File: config.mk
export PLATFORM = sky130hd
export DESIGN_NAME = mem_stage
export DESIGN_NICKNAME = d
export VERILOG_FILES = /design/src/rtl/mem_stage.sv
export SDC_FILE = /design/constraint.sdc
export NUM_CORES = 1
export LEC_CHECK = 0
export BUFFER_PORTS_ARGS = -buffer_cell sky130_fd_sc_hd__clkbuf_2
export CORE_AREA = 2 2 164 166
export DETAILED_ROUTE_END_ITERATION = 8
export DIE_AREA = 0 0 166 168
export HOLD_SLACK_MARGIN = 0.15
export SLEW_MARGIN = 20
export SYNTH_ARGS = -nofsm -noshare
export SYNTH_HDL_FRONTEND = slang
export SYNTH_SLANG_ARGS = --single-unit
File: constraint.sdc
create_clock -name clk -period 3.46 [get_ports clk]
set_input_delay 0.173 -clock clk [delete_from_list [all_inputs] [get_ports clk]]
set_output_delay 0.173 -clock clk [all_outputs]
set_load 0.01 [all_outputs]
File: src/rtl/mem_stage.sv
// Dual-issue MEM stage: registers the EX bus, restores program order,
// aligns/extends load data and holds it across stalls.
module mem_stage #(
  parameter int SLOT_WD     = 80,
  parameter int WB_SLOT_WD  = 70,
  parameter int FWD_SLOT_WD = 38,
  parameter int STALL_WD    = 6
) (
  input  logic                      clk,
  input  logic                      rst,
  input  logic                      flush,
  input  logic [STALL_WD-1:0]       stall,
  input  logic [2*SLOT_WD:0]        ex_to_mem_bus,
  input  logic [31:0]               data_sram_rdata,
  output logic [2*WB_SLOT_WD-1:0]   mem_to_wb_bus,
  output logic [2*FWD_SLOT_WD-1:0]  mem_to_rf_bus
);

  logic [2*SLOT_WD:0] r;
  logic               first_cyc;
  logic               hold_v;
  logic [31:0]        hold_d;

  logic mem_stop;
  logic wb_stop;
  logic bubble;

  assign mem_stop = stall[4];
  assign wb_stop  = stall[5];
  assign bubble   = mem_stop && !wb_stop;

  logic               sw;
  logic [SLOT_WD-1:0] slot_a;
  logic [SLOT_WD-1:0] slot_b;
  logic [SLOT_WD-1:0] older_s;
  logic [SLOT_WD-1:0] younger_s;

  assign sw     = r[2*SLOT_WD];
  assign slot_a = r[SLOT_WD-1:0];
  assign slot_b = r[2*SLOT_WD-1:SLOT_WD];

  // The pre-switch low slot is both the memory slot and the older one.
  assign older_s   = sw ? slot_b : slot_a;
  assign younger_s = sw ? slot_a : slot_b;

  logic [4:0] mem_lop;
  assign mem_lop = older_s[42:38];

  always_ff @(posedge clk) begin
    if (rst || flush || bubble) begin
      r         <= '0;
      first_cyc <= 1'b0;
      hold_v    <= 1'b0;
    end else if (!mem_stop) begin
      r         <= ex_to_mem_bus;
      first_cyc <= 1'b1;
      hold_v    <= 1'b0;
    end else begin
      first_cyc <= 1'b0;
      if (first_cyc && (mem_lop != 5'd0)) begin
        hold_v <= 1'b1;
        hold_d <= data_sram_rdata;
      end
    end
  end

  logic [31:0] rdata_eff;
  assign rdata_eff = first_cyc ? data_sram_rdata
                   : (hold_v ? hold_d : 32'd0);

  logic [1:0]  a;
  logic [31:0] shifted;
  logic [7:0]  b;
  logic [15:0] h;
  logic [31:0] old_wd;

  assign a       = older_s[1:0];
  assign shifted = rdata_eff >> {a, 3'b000};
  assign b       = shifted[7:0];
  assign h       = a[1] ? rdata_eff[31:16] : rdata_eff[15:0];

  always_comb begin
    old_wd = older_s[31:0];
    unique case (1'b1)
      mem_lop[0]: old_wd = {{24{b[7]}}, b};
      mem_lop[1]: old_wd = {24'd0, b};
      mem_lop[2]: old_wd = {{16{h[15]}}, h};
      mem_lop[3]: old_wd = {16'd0, h};
      mem_lop[4]: old_wd = rdata_eff;
      default:    old_wd = older_s[31:0];
    endcase
  end

  logic [WB_SLOT_WD-1:0]  old_wb;
  logic [WB_SLOT_WD-1:0]  yng_wb;
  logic [FWD_SLOT_WD-1:0] old_fwd;
  logic [FWD_SLOT_WD-1:0] yng_fwd;

  assign old_wb  = {older_s[79:48], older_s[37:32], old_wd};
  assign yng_wb  = {younger_s[79:48], younger_s[37:32], younger_s[31:0]};
  assign old_fwd = {older_s[37:32], old_wd};
  assign yng_fwd = {younger_s[37:32], younger_s[31:0]};

  assign mem_to_wb_bus = {yng_wb, old_wb};
  assign mem_to_rf_bus = {yng_fwd, old_fwd};

  logic unused_ok;
  assign unused_ok = ^{stall[3:0], older_s[47:43], younger_s[47:38]};

endmodule

Word level (Yosys, flattened, before mapping):

Cells that the tools add are included.

* bits in registers: 195
* input port bits: 202
* logic and storage cells: 22

* shifts and indexed selects: 1
* mux-type cells: 7
* bitwise logic cells: 2
* reductions and logical operators: 8

Operators by type and width (number)
* 2-to-1 mux 80 bit: 2
* case mux 32 bit (5 select lines): 1
* 2-to-1 mux 32 bit: 2
* right shift 32 x 5 -> 8 bit: 1
* 2-to-1 mux 16 bit: 1
* nonzero test 5 bit: 1
* AND reduction 3 bit: 1
* logical AND 1 bit: 2
* logical OR 1 bit: 2
* NOT 1 bit: 2
* OR reduction 2 bit: 1
* zero test 1 bit: 1
* 2-to-1 mux 1 bit: 1

Longest topological paths before layout:

* depth in word-level cells: 5
* gate-level depth with buffers: 9

Worst setup path after synthesis:

No wires, ideal clock.

* path kind: input port to flip-flop
* start point: input flush
* end point: register hold_d[0], enable pin
* setup time: 392 ps
* arrival time: 1985 ps
* required time: 3068 ps
* path slack: 1083 ps
* stages: 4
* path through: nor3_2 > clkbuf_1 > clkbuf_1 > and3_1

* longest elaborated chain between the ends: 4

Ends and longest elaborated chain
* from (decl): RTL line 11 `input logic flush,`
* logical OR 1 bit (2 in series): RTL line 50 `if (rst || flush || bubble) begin`
* NOT 1 bit (no line)
* AND reduction 3 bit (no line)
* to (signal assigned): RTL line 62 `hold_d <= data_sram_rdata;`
* to (decl): RTL line 22 `logic [31:0] hold_d;`

No other way between the ends.
A chain may end at the register's enable or synchronous reset.

Worst setup path after layout:

* start point: register r[160]
* end point: output mem_to_wb_bus[2]

* longest elaborated chain between the ends: 3

Ends and longest elaborated chain
* from (decl): RTL line 19 `logic [2*SLOT_WD:0] r;`
* from (signal assigned): RTL line 55 `r <= ex_to_mem_bus;`
* 2-to-1 mux 80 bit (*): RTL line 43 `assign older_s = sw ? slot_b : slot_a;`
* right shift 32 x 5 -> 8 bit or 2-to-1 mux 16 bit (tied branches): RTL line 78, 80
* case mux 32 bit (5 select lines) (*): RTL line 84 `unique case (1'b1)`
* to (decl): RTL line 15 `output logic [2*WB_SLOT_WD-1:0] mem_to_wb_bus,`

Mark *: on every way between the ends. The rest lies on a longest branch, timed or not.

==> impl_metrics.env <==
export IMPL_skew_ns=0.02021
export IMPL_cp_start_kind="flop"
export IMPL_overflow=0
export IMPL_synth_adder_area_share=0
export IMPL_insertedDiodeCount=0
export IMPL_cap_violations=0
export IMPL_peakVddDrop_uv=251.1
export IMPL_cts_tree="built"
export IMPL_grt_usage=0.2112
export IMPL_place_congestion=0.8425
export IMPL_ys_warnings_count=0
export IMPL_fin_crit_ns=3.117
export IMPL_worstSetupPathType="flop to primary output"
export IMPL_fin_crit_sh=0.9008
export IMPL_nNetsFinal=1501
export IMPL_synth_area_mm2=0.009163
export IMPL_syn_to_final_growth_pct=45.47
export IMPL_p_leak_uw=0.006043
export IMPL_async_reset_ff_frac=0
export IMPL_grt_pass1_wl_um=46660
export IMPL_utilization=0.5058
export IMPL_synth_seq_cells=185
export IMPL_drive_gt1_frac=0.4489
export IMPL_synth_top_family_by_area="compound AO/OA/AOI/OAI gates"
export IMPL_rr_endpoint="hold_d[23]"
export IMPL_core_area_mm2=0.02635
export IMPL_synth_xor_area_share=0
export IMPL_avgSynthCellArea_um2=11.08
export IMPL_ctsHtreeMaxLevel=4
export IMPL_port_buffer_count=403
export IMPL_clkSinkCount=185
export IMPL_end_kind="primary output"
export IMPL_synth_cell_types=39
export IMPL_max_freq_mhz=320.8
export IMPL_die_w_um=166
export IMPL_synth_area_mux_share=0.1828
export IMPL_clk_pin_slew_ns=0.08
export IMPL_wl_um=30840
export IMPL_cts_root_buf="clkbuf_16"
export IMPL_num_vias=8483
export IMPL_cp_data_arrival_time_ns=2.94
export IMPL_cp_endpoint="mem_to_wb_bus[2]"
export IMPL_ys_flop_type="dfxtp_1"
export IMPL_place_area_mm2=0.01091
export IMPL_outcome="finished clean"
export IMPL_rsz0062_at_grt="no"
export IMPL_yosys_area_share_simple=0.03755
export IMPL_finish_instance_area_mm2=0.01333
export IMPL_worstMarginPinSlew_ns=0.9935
export IMPL_nFillCells=2402
export IMPL_initial_utilization=0.3477
export IMPL_setup_viol=0
export IMPL_netlist_top_cell_by_area="dfxtp_1"
export IMPL_post_dp_hpwl_um=21400
export IMPL_firstDrtPassIters=5
export IMPL_pin_count=418
export IMPL_antenna_found_initial=0
export IMPL_worst_path_most_repeated_cell="a32oi_1"
export IMPL_relSlewSlack=0.3340
export IMPL_worstReg2RegStart="r[160]"
export IMPL_wl_per_cell_um=18.66
export IMPL_power_density_mw_per_mm2=390.1
export IMPL_grt_start_max_net_pins=153
export IMPL_drc=0
export IMPL_final_common_cell="clkbuf_2"
export IMPL_critPathMaxFanout=16
export IMPL_clockBufferDepth=2
export IMPL_grt_pass1_vias=8504
export IMPL_num_rows=60
export IMPL_die_area_mm2=0.02789
export IMPL_synth_edf_count=32
export IMPL_hold_path_class="input pin to flop"
export IMPL_most_common_layout_cells="403 x clkbuf_2, 183 x dlygate4sd3_1, 165 x a22o_1, 152 x dfxtp_1, 116 x mux2_2"
export IMPL_numCtsBuffers=17
export IMPL_stdcell_count=1653
export IMPL_hold_viol=0
export IMPL_worstPathRequired_ns=3.29
export IMPL_dp_cells=1438
export IMPL_slew_violations=0
export IMPL_ant_nets=0
export IMPL_slowest_delay_ns=0.55
export IMPL_syn_nets=1029
export IMPL_netlist_top_cells_area="dfxtp_1 33%, a22o_1 16%, mux2_2 14%"
export IMPL_clock_latency_ns=0.44
export IMPL_rr_worst_depth=6
export IMPL_via_per_inst=5.132
export IMPL_ys_seq_area_frac=0.4392
export IMPL_synthCells=827
export IMPL_path_cells="mux2i_2, buf_4, and2_1, a32oi_1, a32oi_1, clkbuf_2"
export IMPL_r2r_slack_ns=1.05
export IMPL_timing_setup_tns_ns=0
export IMPL_synth_compound_area_frac=0.2388
export IMPL_drt_iter0_markers=725
export IMPL_crit_start="r[160]"
export IMPL_die_y_um=168
export IMPL_synth_top_area_share=0.3343
export IMPL_cp_slowest_cell="dfxtp_4"
## final cells by class
cell class	instances	area [um^2]	share of cell area
timing repair buffer	607	4056	0.3043
sequential	185	4028	0.3022
clock buffer	18	429.2	0.03220
multi-input combinational	488	4232	0.3175
clock inverter	14	157.7	0.01183
tap	341	426.7	0.03201
## routing by layer
metal  GRT usage  wire length (um)  up-vias
met5           0                 0        -
met4     0.05974               578        0
met3     0.05031              1944       37
met2      0.3668             15150      366
met1      0.2618             13160     4030
li1            -                 -     4050
## cells in the mapped netlist (all sizes together) (12+ instances only)
library cell  count
mux2i            35
a22o            165
a32oi            29
nand2            33
buf             115
nor2             19
a21oi            12
dfxtp           153
edfxtp           32
clkbuf           39
mux2            117
a22oi            26
## worst min path at each step
stage / start / endpoint / depth (start not counted)
finish: stall[4] / r[104] / 3
global route: stall[4] / r[104] / 3
CTS: stall[4] / r[104] / 3
detailed placement: data_sram_rdata[4] / hold_d[4] / 1
global placement: data_sram_rdata[7] / hold_d[7] / 1
floorplan: data_sram_rdata[0] / hold_d[0] / 0
## timing repair
item,CTS,global route
buffers inserted,0,0
endpoints found under the hold margin,183,0
hold buffers,183,0
resized for setup,0,0
## flip-flops by register name, indices dropped and copies added, names as in the netlist
name	flops
first_cyc	1
hold_v	1
r	151
hold_d	32
## cell families (layout without fill, tap and decap cells)
group	after synthesis	after routing
compound gates	260	260
flops	185	185
simple gates	76	76
mux	152	152
buf+inv	154	639
## where the power goes
group / switching [uW] / total (uW) / internal (uW)
registers: 43.2 / 2280 / 2240
logic: 476 / 959 / 483
clock network: 987 / 1960 / 971
## stage by stage
step	setup WS [ns]	power [uW]	hold WS [ns]
global placement	0.9112	3109	0.3724
finish	0.3431	5200	0.2187
global route	0.2064	5409	0.2155
detailed placement	0.8622	3114	0.3702
CTS	0.3711	5240	0.2144
floorplan	1.083	2832	0.2719
## worst max-delay path, delay by kind of cell, from the launching register on
kind	cells	cell delay [ns]
DFF	1	0.55
muxes	1	0.54
AOI/OAI and AO/OA	2	0.55
and+or+nand+nor	1	0.32
buffers and inverters	2	0.52
Power figures use the tool's default switching activity.
